## config.mk

```make
export PLATFORM = sky130hd
export DESIGN_NAME = cmos_capture
export DESIGN_NICKNAME = d
export VERILOG_FILES = /design/src/rtl/cmos_capture.sv
export SDC_FILE = /design/constraint.sdc
export NUM_CORES = 1
export LEC_CHECK = 0
export BUFFER_PORTS_ARGS = -buffer_cell sky130_fd_sc_hd__buf_2
export CAP_MARGIN = 5
export CORE_UTILIZATION = 49
export DETAILED_ROUTE_END_ITERATION = 10
export PLACE_DENSITY_LB_ADDON = 0.2
export SLEW_MARGIN = 40
export SYNTH_ARGS = -nofsm -noshare
export SYNTH_HDL_FRONTEND = slang
export SYNTH_SLANG_ARGS = --single-unit
```

## constraint.sdc

```tcl
create_clock -name cmos_pclk -period 1.4 [get_ports cmos_pclk]
set_input_delay 0.07 -clock cmos_pclk [delete_from_list [all_inputs] [get_ports cmos_pclk]]
set_output_delay 0.07 -clock cmos_pclk [all_outputs]
set_load 0.02 [all_outputs]
```

## src/rtl/cmos_capture.sv

```systemverilog
// DVP byte stream to RGB565 pixel assembly with start-up frame skipping.
// Define CMOS_CAPTURE_MEAS_EN to build the line/frame geometry measurement.
`timescale 1ns/1ps

module cmos_capture #(
  parameter logic [3:0]  SKIP_FRAMES = 4'd10,
  parameter logic [11:0] H_DISP      = 12'd1280,
  parameter logic [11:0] V_DISP      = 12'd720
) (
  input  logic        cmos_pclk,
  input  logic        rst_n,
  input  logic        cmos_vsync,
  input  logic        cmos_href,
  input  logic [7:0]  cmos_db,
  input  logic        err_clr,
  output logic        vi_vs,
  output logic        vi_de,
  output logic [15:0] vi_data,
  output logic        frame_valid,
  output logic        line_err,
  output logic [11:0] meas_h,
  output logic [11:0] meas_v,
  output logic        size_ok
);

  // Registered copies of the sensor pins; everything downstream uses these.
  logic        vs_q, vs_dly_q, href_q, href_dly_q;
  logic [7:0]  db_q;
  logic        ph_q, ph_d;
  logic [7:0]  hi_q, hi_d;
  logic [3:0]  cnt_q, cnt_d;
  logic        frame_valid_q, frame_valid_d;
  logic        vi_vs_q, vi_vs_d;
  logic        vi_de_q, vi_de_d;
  logic [15:0] vi_data_q, vi_data_d;
  logic        line_err_q, line_err_d;

  logic vs_rise, href_fall, pix_strobe;

  always_comb begin
    // NOTE: every always_comb output gets a value on every path, so no latches are inferred.
    vs_rise    = vs_q & ~vs_dly_q;
    href_fall  = ~href_q & href_dly_q;
    pix_strobe = href_q & ph_q;

    ph_d = href_q ? ~ph_q : 1'b0;
    hi_d = (href_q && !ph_q) ? db_q : hi_q;

    cnt_d = cnt_q;
    if (vs_rise && (cnt_q != SKIP_FRAMES)) cnt_d = cnt_q + 4'd1;
    frame_valid_d = (cnt_d == SKIP_FRAMES);

    vi_vs_d   = vs_q;
    vi_de_d   = pix_strobe & frame_valid_q;
    vi_data_d = (pix_strobe && frame_valid_q) ? {hi_q, db_q} : vi_data_q;

    // A set on an odd-length line takes priority over a simultaneous clear.
    line_err_d = line_err_q;
    if (err_clr)            line_err_d = 1'b0;
    if (href_fall && ph_q)  line_err_d = 1'b1;
  end

  always_ff @(posedge cmos_pclk or negedge rst_n) begin
    if (!rst_n) begin
      vs_q          <= 1'b0;
      vs_dly_q      <= 1'b0;
      href_q        <= 1'b0;
      href_dly_q    <= 1'b0;
      db_q          <= 8'd0;
      ph_q          <= 1'b0;
      hi_q          <= 8'd0;
      cnt_q         <= 4'd0;
      frame_valid_q <= (SKIP_FRAMES == 4'd0);
      vi_vs_q       <= 1'b0;
      vi_de_q       <= 1'b0;
      vi_data_q     <= 16'd0;
      line_err_q    <= 1'b0;
    end else begin
      // NOTE: state updates use non-blocking assignments so all flops sample the same pre-edge values.
      vs_q          <= cmos_vsync;
      vs_dly_q      <= vs_q;
      href_q        <= cmos_href;
      href_dly_q    <= href_q;
      db_q          <= cmos_db;
      ph_q          <= ph_d;
      hi_q          <= hi_d;
      cnt_q         <= cnt_d;
      frame_valid_q <= frame_valid_d;
      vi_vs_q       <= vi_vs_d;
      vi_de_q       <= vi_de_d;
      vi_data_q     <= vi_data_d;
      line_err_q    <= line_err_d;
    end
  end

  assign vi_vs       = vi_vs_q;
  assign vi_de       = vi_de_q;
  assign vi_data     = vi_data_q;
  assign frame_valid = frame_valid_q;
  assign line_err    = line_err_q;

`ifdef CMOS_CAPTURE_MEAS_EN
  logic [11:0] pix_cnt_q, pix_cnt_d;
  logic [11:0] line_cnt_q, line_cnt_d;
  logic [11:0] meas_h_q, meas_h_d;
  logic [11:0] meas_v_q, meas_v_d;
  logic        size_ok_q, size_ok_d;
  logic [11:0] line_inc;

  always_comb begin
    pix_cnt_d  = pix_cnt_q;
    meas_h_d   = meas_h_q;
    meas_v_d   = meas_v_q;
    size_ok_d  = size_ok_q;

    if (href_fall) begin
      if (pix_cnt_q != 12'd0) meas_h_d = pix_cnt_q;
      pix_cnt_d = 12'd0;
    end else if (pix_strobe && (pix_cnt_q != 12'hFFF)) begin
      pix_cnt_d = pix_cnt_q + 12'd1;
    end

    // Include a line ending in this same cycle so it is not lost at the frame boundary.
    line_inc = line_cnt_q;
    if (href_fall && (line_cnt_q != 12'hFFF)) line_inc = line_cnt_q + 12'd1;

    line_cnt_d = line_inc;
    if (vs_rise) begin
      meas_v_d   = line_inc;
      size_ok_d  = (meas_h_d == H_DISP) && (line_inc == V_DISP);
      line_cnt_d = 12'd0;
    end
  end

  always_ff @(posedge cmos_pclk or negedge rst_n) begin
    if (!rst_n) begin
      pix_cnt_q  <= 12'd0;
      line_cnt_q <= 12'd0;
      meas_h_q   <= 12'd0;
      meas_v_q   <= 12'd0;
      size_ok_q  <= 1'b0;
    end else begin
      pix_cnt_q  <= pix_cnt_d;
      line_cnt_q <= line_cnt_d;
      meas_h_q   <= meas_h_d;
      meas_v_q   <= meas_v_d;
      size_ok_q  <= size_ok_d;
    end
  end

  assign meas_h  = meas_h_q;
  assign meas_v  = meas_v_q;
  assign size_ok = size_ok_q;
`else
  logic unused_geom;
  assign unused_geom = ^{H_DISP, V_DISP, href_fall};
  assign meas_h  = 12'd0;
  assign meas_v  = 12'd0;
  assign size_ok = 1'b1;
`endif

endmodule

```

==> metrics list, run 1 <==
- In the final layout, flip-flops and latches occupy 1100 um^2.
- Count of hold-fix buffers inserted at cts: 12
* Synthesis Warnings: 0
* Global Route met2 Usage: 0.268
* Vias in the first global route: 1004
- The min-delay analysis places its worst path in the category in -> async.
* Worst VDD drop: 0.799 mV
* CP Max Fanout: 9
- The detailed router finished its first iteration with 7 violations.
* Total setup buffers inserted after CTS: 0
* Setup_tns: 0 ns
- Crit-path max cell delay: 0.42 ns
- For this configuration, the core starts out at a cell density of 0.525.
- Gate count of the mapped netlist: 122
* Count of pins over their slew limit: 0
- Synthesis-to-layout area growth: 18.3%
* DRC Markers: 0
* H-Tree Level Count: 2
- After detailed routing, the average wire length per cell comes to 12.4 um.
- Number of cells in the design after placement: 199
- The most used flip-flop cell after synthesis is dfrtp_1.
- The number of antenna diodes in the final layout is 0.
- CTS Root Cell: clkbuf_8
- Post-route clock skew: 0.00587 ns
- Number of flops mapped to enable cells by yosys: 0
* Total routed wirelength: 2720 um
- The net count of the finished layout is 187.
- The floorplan has 21 rows.
* Part of the Yosys area used for sequential elements: 0.609
- Entering global routing, the biggest net connects 30 pins.
- Antenna Nets Post-Route: 0
- Period minus WS final: 1.24 ns
* Area enclosed by the die boundary: 3930 um^2
* Endpoints failing hold: 0
- Number of top-level pins: 58
* Synthesis-stage register bit count: 44
- For met1 alone, demand over resource in global routing was 0.189.
- Highest clock frequency the design can meet: 806 MHz
- First-pass GRT wire length: 4690 um
- Together, buffers and inverters on the worst path number 1.
- The critical path starts at href_q.
- Clock-pin transition on the worst setup and hold timing paths: 0.08 ns
- A synthesized cell averages 14.8 um^2.
* Vias per cell: 4.48
- Overall power consumption after layout is estimated at 3380 uW.
- Dpl hpwl: 1910 um
- Total global-route track usage: 0.160
* Routability cong.: 0.674
* Vertical die dimension: 62.7 um
- Global routing finished with a remaining overflow of 0.
- Counting flops with an async set or reset pin after synthesis yields a share of 1.00.
* Max-cap violation count: 0
- Met3 usage: 0.0474
- Deepest clock path buffer count: 2
- Startpoint kind of the worst setup timing path: flip-flop
- Ratio of cells with drive above 1 in the final layout: 0.382
- Data on the critical path is required at its endpoint by 1.57 ns.
- Width of the chip: 62.7 um
- Number of antenna violations at the first check in global routing: 0
* Startpoint of the worst register-to-register path: href_q
- The core region is 3440 um^2.
- Run status: complete, no violations
* Logic depth of the worst register-to-register path: 3
* Number of buffers added on ports: 32
* RSZ-0062 raised after global routing: no
* GRT busiest layer: met2
* CTS tree: built
* Count of different cell masters after synthesis: 23
- Clock latency on the worst-skew pair: 0.29 ns
* Arrival time reported for the critical path endpoint: 1.41 ns
- STA classifies the critical path endpoint as a flip-flop.
* 1st-pass router iterations: 4
- Library cell contributing the largest single delay on the critical path: dfrtp_1
- Setup slack on the critical path of the routed design comes to 0.159 ns.
- Fill cells: 281
* Clock sink count: 44
- Pwr per Cell Area: 1580 nW/um^2
* Layout Utilization: 0.621
- Non-filler instance count after layout: 219
- Actual slew at the worst max-slew pin: 0.623 ns
- Prior to clock tree synthesis, the placed netlist has a worst setup slack of 0.163 ns.
- Setup violations remaining at the end of the flow were counted as 0.
- Buffers inserted during clock tree synthesis total 5.
- The detailed router placed 982 vias in this run.
- CP Depth: 3
- Traced cell by cell, the critical path runs through nor2b_1, buf_4, mux2_2.
* Final Cycle Share: 0.886
- Relative slew slack: 0.584
- Static leakage: 0.00113 uW
- In the final layout, the multi-input gates occupy 571 um^2.
- In this run, post-CTS repair resized a total of 0 instances.
* Cell type group with the largest total delay on the critical path: flip-flops
- Classification of the worst setup path: reg -> reg
* Post-Syn Area: 1810 um^2
==> cell type report <==
class	instances	share of cell area
Clock buffer	8	0.0422
Multi-Input combinational cell	70	0.267
Sequential cell	44	0.515
Timing Repair Buffer	47	0.142
Tap cell	46	0.0269
Inverter	4	0.00703
==> metrics by stage <==
step,cell area (um^2),hold WS [ns]
floorplan,1890,-0.226
global placement,1930,0.107
detailed placement,1930,0.120
CTS,2140,0.341
global route,2140,0.396
finish,2140,0.328
==> cells by family (layout without fill, tap and decap cells) <==
family	Yosys count	after routing	synth area share
xor+xnor	4	4	0.0194
buf+inv	31	59	0.123
simple gates	11	11	0.0450
compound gates	3	3	0.0118
fa+ha+maj	2	2	0.0138
other cells	2	25	0.00416
flops	44	44	0.609
mux	25	25	0.174
==> sequential cells by signal, summed over array words and instances, names as in the netlist, 4 cells and up <==
name and flops:
hi_q 8, db_q 8, vi_data 16, cnt_q 4
==> worst register-to-register path, stage by stage, from the launching register on <==
cell and delay, ns:
dfrtp_1 0.42, nor2b_1 0.16, buf_4 0.19, mux2_2 0.36
==> cell usage in the layout, fill, tap and decap left out <==
cell,instances
nand3_1,1
buf_4,3
a31oi_1,1
clkbuf_1,2
nor2b_1,2
nand4_1,1
dlygate4sd3_1,12
conb_1,25
nand3b_1,1
nor3b_1,1
o2bb2ai_1,1
mux2_4,9
nand2_1,2
buf_2,32
mux2i_1,1
nand4b_1,1
xor2_1,1
mux2_2,15
clkbuf_8,6
nand3_4,1
o22ai_1,1
xnor2_1,3
ha_1,2
dfrtp_1,44
inv_1,4
nor4b_1,1
==> cell usage after synthesis, types with 2 or more instances <==
library cell  count  share of area
mux2_2           15          0.093
inv_1             4         0.0083
conb_1            2         0.0042
xnor2_1           3          0.015
nor2b_1           2         0.0069
dfrtp_1          44           0.61
ha_1              2          0.014
mux2_4            9          0.075
buf_4            26           0.11
nand2_1           2         0.0042
==> path summary, 6_finish.rpt <==
kind | endpoint | slack, ns
max in group asynchronous | db_q[3] | 0.50
max | hi_q[0] | 0.16
min in group cmos_pclk | vi_vs | 0.38
min | db_q[5] | 0.33
min reg2reg | vi_vs | 0.38
max reg2reg | hi_q[0] | 0.16
==> routing by layer <==
layer,up-vias,wire length [um]
li1,457,-
met1,481,1160
met2,39,1360
met3,5,159
met4,0,36
met5,-,0
==> report_power, final <==
group          internal, uW  switching (uW)
clock network           402             384
logic                   424             459
registers              1510             196
total                  2340            1040
Note: power is estimated with default switching activity, not from simulation.
==> run 2, diff against run 1 <==
Settings changed: PLACE_DENSITY from default to 0.77, PLACE_DENSITY_LB_ADDON 0.2 to default.
==> metrics list, run 2 (synthesized netlist as in run 1, its figures left out) <==
* Run status: complete, no violations
- CP Max Fanout: 6
- STA classifies the critical path endpoint as a flip-flop.
- RSZ-0062 raised after global routing: no
* Actual slew at the worst max-slew pin: 0.538 ns
- Entering global routing, the biggest net connects 26 pins.
* Width of the chip: 62.7 um
* Library cell contributing the largest single delay on the critical path: dfrtp_1
- Total setup buffers inserted after CTS: 0
- H-Tree Level Count: 2
- Period minus WS final: 1.27 ns
* Number of buffers added on ports: 32
* Routability cong.: 0.674
- Total routed wirelength: 2800 um
- Number of placement rows: 21
* Ratio of cells with drive above 1 in the final layout: 0.382
* First-pass GRT wire length: 4770 um
- Vertical die dimension: 62.7 um
- Number of cells in the design after placement: 199
- Crit-path max cell delay: 0.45 ns
- Gates resized during post-CTS repair numbered 0.
- Worst VDD drop: 0.743 mV
- Max-cap violation count: 0
* Ordered cell list for the critical path: inv_1, ha_1, nand4b_1, o2bb2ai_1
- CTS placed an instance of clkbuf_8 at the clock tree root.
* Combined buffer and inverter count along the critical path: 1
* Post-detailed-route wirelength per cell: 12.8 um
- For the final database, setup skew stands at 0.00420 ns.
- Number of buffers added by the clock tree synthesis step: 5
- Clock-pin slew was measured on the worst setup and hold paths at 0.08 ns.
* Commonest cells after routing, fill and taps aside: 44 x dfrtp_1, 32 x buf_2, 25 x conb_1
- Final Cycle Share: 0.906
* Initial standard-cell utilization of the core: 0.525
- The number of antenna violations at the first check in global routing is 0.
* Total global-route track usage: 0.166
- The area growth from synthesis to layout is 18.3%.
* Final layout net count: 187
- Across all hold checks on the routed design, the worst slack comes to 0.285 ns.
- Clock latency on the worst-skew pair, taken at its later pin, is 0.29 ns.
- Layout Utilization: 0.621
- After the first detailed-routing iteration, the DRC count stood at 25.
* Highest clock frequency the design can meet: 789 MHz
* Cell type group with the largest total delay on the critical path: flip-flops
- After detailed routing, the number of remaining DRC violations is 0.
- Area enclosed by the die boundary: 3930 um^2
* Flip-flop count of the largest register after layout: 16
- DR vias: 976
- After global routing the overflow that remains totals 0.
- Classification of the worst setup path: reg -> reg
* Vias in the first global route: 1004
- Leaving out fill and tap cells, the most frequent cell in the layout is dfrtp_1.
- N_diodes: 0
* Clock sink count: 44
* Arrival time reported for the critical path endpoint: 1.48 ns
* Vias per cell: 4.46
- Deepest clock path buffer count: 2
* Count of pins over their slew limit: 0
- Relative slew slack: 0.641
* Static leakage: 0.00113 uW
- The total area inside the core boundary comes to 3440 um^2.
- Pwr per Cell Area: 1590 nW/um^2
- 58 I/O pins were placed.
- Detailed placement ended at an HPWL of 1960 um.
- Setup_tns: 0 ns
- For this run, the number of standard cells in the final layout without fillers is 219.
* Endpoints failing setup: 0
- Startpoint kind of the worst setup timing path: flip-flop
- The first detailed-routing pass ran for 4 iterations.
- CP required: 1.61 ns
- CTS tree: built
- The final hold violation count is 0.
- Antenna Nets Post-Route: 0
- Worst hold-check path type: in -> async
- Count of hold-fix buffers inserted at cts: 12
## run 2: cell type report
class	instances	area [um^2]
Fill cell	275	1310
Sequential cell	44	1100
Multi-Input combinational cell	70	571
Timing Repair Buffer	47	303
Clock buffer	8	90.1
Tap cell	46	57.6
Inverter	4	15.0
## run 2: where the power goes
group / internal (uW) / switching [uW] / leakage, uW / total, uW
clock network: 402 / 392 / 0.0000455 / 795
registers: 1520 / 196 / 0.000551 / 1710
logic: 423 / 464 / 0.000531 / 887
## run 2: path summary, 6_finish.rpt
kind,start,to,slack [ns],cells after the start
setup / recovery,cnt_q[0],frame_valid,0.13,4
hold / removal,rst_n,vi_vs_d,0.29,2
setup reg to reg,cnt_q[0],frame_valid,0.13,4
hold reg to reg,vi_vs_d,vi_vs,0.38,0
max in group asynchronous,rst_n,vi_data[2],0.56,3
min in group cmos_pclk,vi_vs_d,vi_vs,0.38,0
## run 2: routing by layer
metal / GRT usage / share of wire
met1: 0.189 / 0.41
met2: 0.274 / 0.52
met3: 0.0602 / 0.051
met4: 0.0785 / 0.020
met5: 0 / 0
## run 2: per-stage QoR
step	setup WS (ns)	total power, uW	area [um^2]
2_1_floorplan	0.184	2380	1890
3_3_place_gp	0.231	2540	1930
3_5_place_dp	0.147	2600	1930
4_1_cts	0.129	3420	2140
5_1_grt	0.00959	3590	2140
6_report	0.132	3390	2140
==> run 3, diff against run 2 <==
Settings changed: HOLD_SLACK_MARGIN from default to 0.1.
Clock period 1.4 ns to 1.2 ns, I/O delays scaled along.
==> metrics list, run 3 (synthesized netlist as in run 1, its figures left out) <==
- The worst register-to-register path ends at frame_valid.
- Total routed wirelength: 2850 um
- The share of total power dissipated in the clock network is 0.223.
- Dpl hpwl: 1800 um
- Worst hold-check path type: in -> async
- Startpoint kind of the worst setup timing path: flip-flop
- For flop-to-flop paths, the worst setup slack is -0.06 ns.
- The clock passes through at most 2 buffers.
* Post-detailed-route wirelength per cell: 12.7 um
- Setup violations remaining at the end of the flow were counted as 4.
* Routability cong.: 0.671
* Static leakage: 0.00117 uW
* Clock-pin transition on the worst setup and hold timing paths: 0.08 ns
- The library cell used most frequently in the layout, excluding fill and tap cells, is dfrtp_1.
- Run status: finished with violations
- Period minus WS final: 1.26 ns
- For the final routed database, the setup TNS stands at -0.0779 ns.
- Placement Setup Slack: -0.0232 ns
- The share of total power dissipated in sequential elements is 0.481.
- The initial utilization of the core area, before any placement, comes to 0.525.
* Combined buffer and inverter count along the critical path: 0
* Post-route clock skew: 0.00427 ns
* First-pass GRT wire length: 4700 um
- Worst VDD drop: 1.12 mV
* Vias per cell: 4.41
- Ordered cell list for the critical path: ha_1, nand4b_1, o2bb2ai_2
* Core Box Area: 3440 um^2
- Logic depth of the worst register-to-register path: 3
* Count of pins over their slew limit: 0
* Number of placement rows: 21
- TritonCTS created 5 clock buffers.
- The worst register-to-register path begins at cnt_q[1].
- Of the total power, the share spent switching nets is 0.313.
- CTS placed an instance of clkbuf_8 at the clock tree root.
- The detailed router finished its first iteration with 26 violations.
- Across all setup checks in the final design, the least slack found is -0.0607 ns.
- Number of buffers added on ports: 32
- CTS tree: built
* Final layout net count: 192
* Synthesis-to-layout area growth: 23.4%
- Classification of the worst setup path: reg -> reg
* H-Tree Level Count: 2
- Dividing the final minimum period by the clock period gives 1.05.
- The number of antenna violations at the first check in global routing is 0.
- Commonest cells after routing, fill and taps aside: 43 x dfrtp_1, 32 x buf_2, 25 x conb_1
- The internal portion of the total power is 2830 uW.
- Ratio of cells with drive above 1 in the final layout: 0.433
- Among cell families on the critical path, the largest total delay comes from flip-flops.
* FF/Latch Area: 1100 um^2
- Worst slack on hold paths: 0.284 ns
- Counting every sink on the clock net gives 44.
- Vias in the first global route: 1004
- Number of top-level pins: 58
- Switching power summed over all nets: 1290 uW
- Width of the chip: 62.7 um
* Total area of multi-input combinational cells: 584 um^2
- On the critical path, the stage with the largest delay is an instance of dfrtp_1.
- Layout Utilization: 0.648
- Endpoints failing hold: 0
- Area enclosed by the die boundary: 3930 um^2
* Pwr per Cell Area: 1850 nW/um^2
- Fill cells in the final layout number 255.
- In the routed design, unresolved DRC markers number 0.
- Before antenna repair, the detailed router went through 2 iterations.
* Antenna Nets Post-Route: 0
- 0 antenna diodes ended up in the layout.
- Highest clock frequency the design can meet: 793 MHz
- Across the run, the number of max-cap violations was 0.
- Entering global routing, the biggest net connects 45 pins.
- Total global-route track usage: 0.159
- At the later pin of the worst-skew pair, clock insertion delay measures 0.29 ns.
- For the worst setup path, the data arrival time is 1.46 ns.
- The checks that failed: negative setup slack.
- Combinational share of power: 0.296
* CP Max Fanout: 5
- Flip-flop count of the largest register after layout: 16
* Global route total overflow: 0
- For this block, the via count after detailed routing is 987.
* RSZ-0062 raised after global routing: yes
* Vertical die dimension: 62.7 um
- CP required: 1.40 ns
* Crit-path max cell delay: 0.42 ns
- STA classifies the critical path endpoint as a flip-flop.
-- run 3: repair_timing --
action / in CTS / in global routing
hold endpoints to repair: 55 / 0
setup endpoints to repair: 8 / 28
pin swaps: 0 / 6
hold buffers: 12 / 0
buffers inserted: 1 / 4
gates resized for setup: 0 / 3
-- run 3: power by group through the flow --
stage	Combinational, uW	Sequential [uW]	Clock (uW)
floorplan	597	2180	0
CTS	1100	1980	947
finish	1220	1980	917
detailed placement	1060	2010	0
global placement	1010	1990	0
global route	1300	2020	1030
-- run 3: stage by stage --
| stage | cells | power, uW | instance area [um^2] |
|---|---|---|---|
| final | 224 | 4120 | 2230 |
| after global placement | 199 | 2990 | 1940 |
| after detailed placement | 199 | 3070 | 1940 |
| after global routing | 224 | 4350 | 2230 |
| after CTS | 220 | 4020 | 2160 |
| after floorplan | 145 | 2770 | 1890 |
-- run 3: final cells by class --
cell class	instances	share of cell area
Sequential cell	44	0.494
Multi-Input combinational cell	70	0.262
Clock buffer	6	0.0370
Inverter	4	0.00673
Clock inverter	2	0.00449
Timing Repair Buffer	52	0.169
Tap cell	46	0.0258
-- run 3: per-layer routing --
layer / GRT usage / wire length (um) / up-vias / share of wire
li1: - / - / 463 / -
met4: 0.0756 / 10 / 0 / 0.0035
met3: 0.0547 / 122 / 2 / 0.043
met2: 0.260 / 1560 / 34 / 0.55
met1: 0.187 / 1160 / 488 / 0.41
met5: 0 / 0 / - / 0
-- run 3: worst max-delay path by stage --
stage	start	cells after the start	to
after global placement	href_q	3	hi_q[0]
after global routing	cnt_q[1]	3	frame_valid
after floorplan	frame_valid	3	vi_data[0]
final	cnt_q[1]	3	frame_valid
after detailed placement	href_q	3	hi_q[3]
after CTS	href_q	3	hi_q[3]
-- run 3: worst reg2reg max path, cell delays in order (launching register included) --
cell and delay [ns]:
dfrtp_1 0.42, ha_1 0.33, nand4b_1 0.22, o2bb2ai_2 0.21
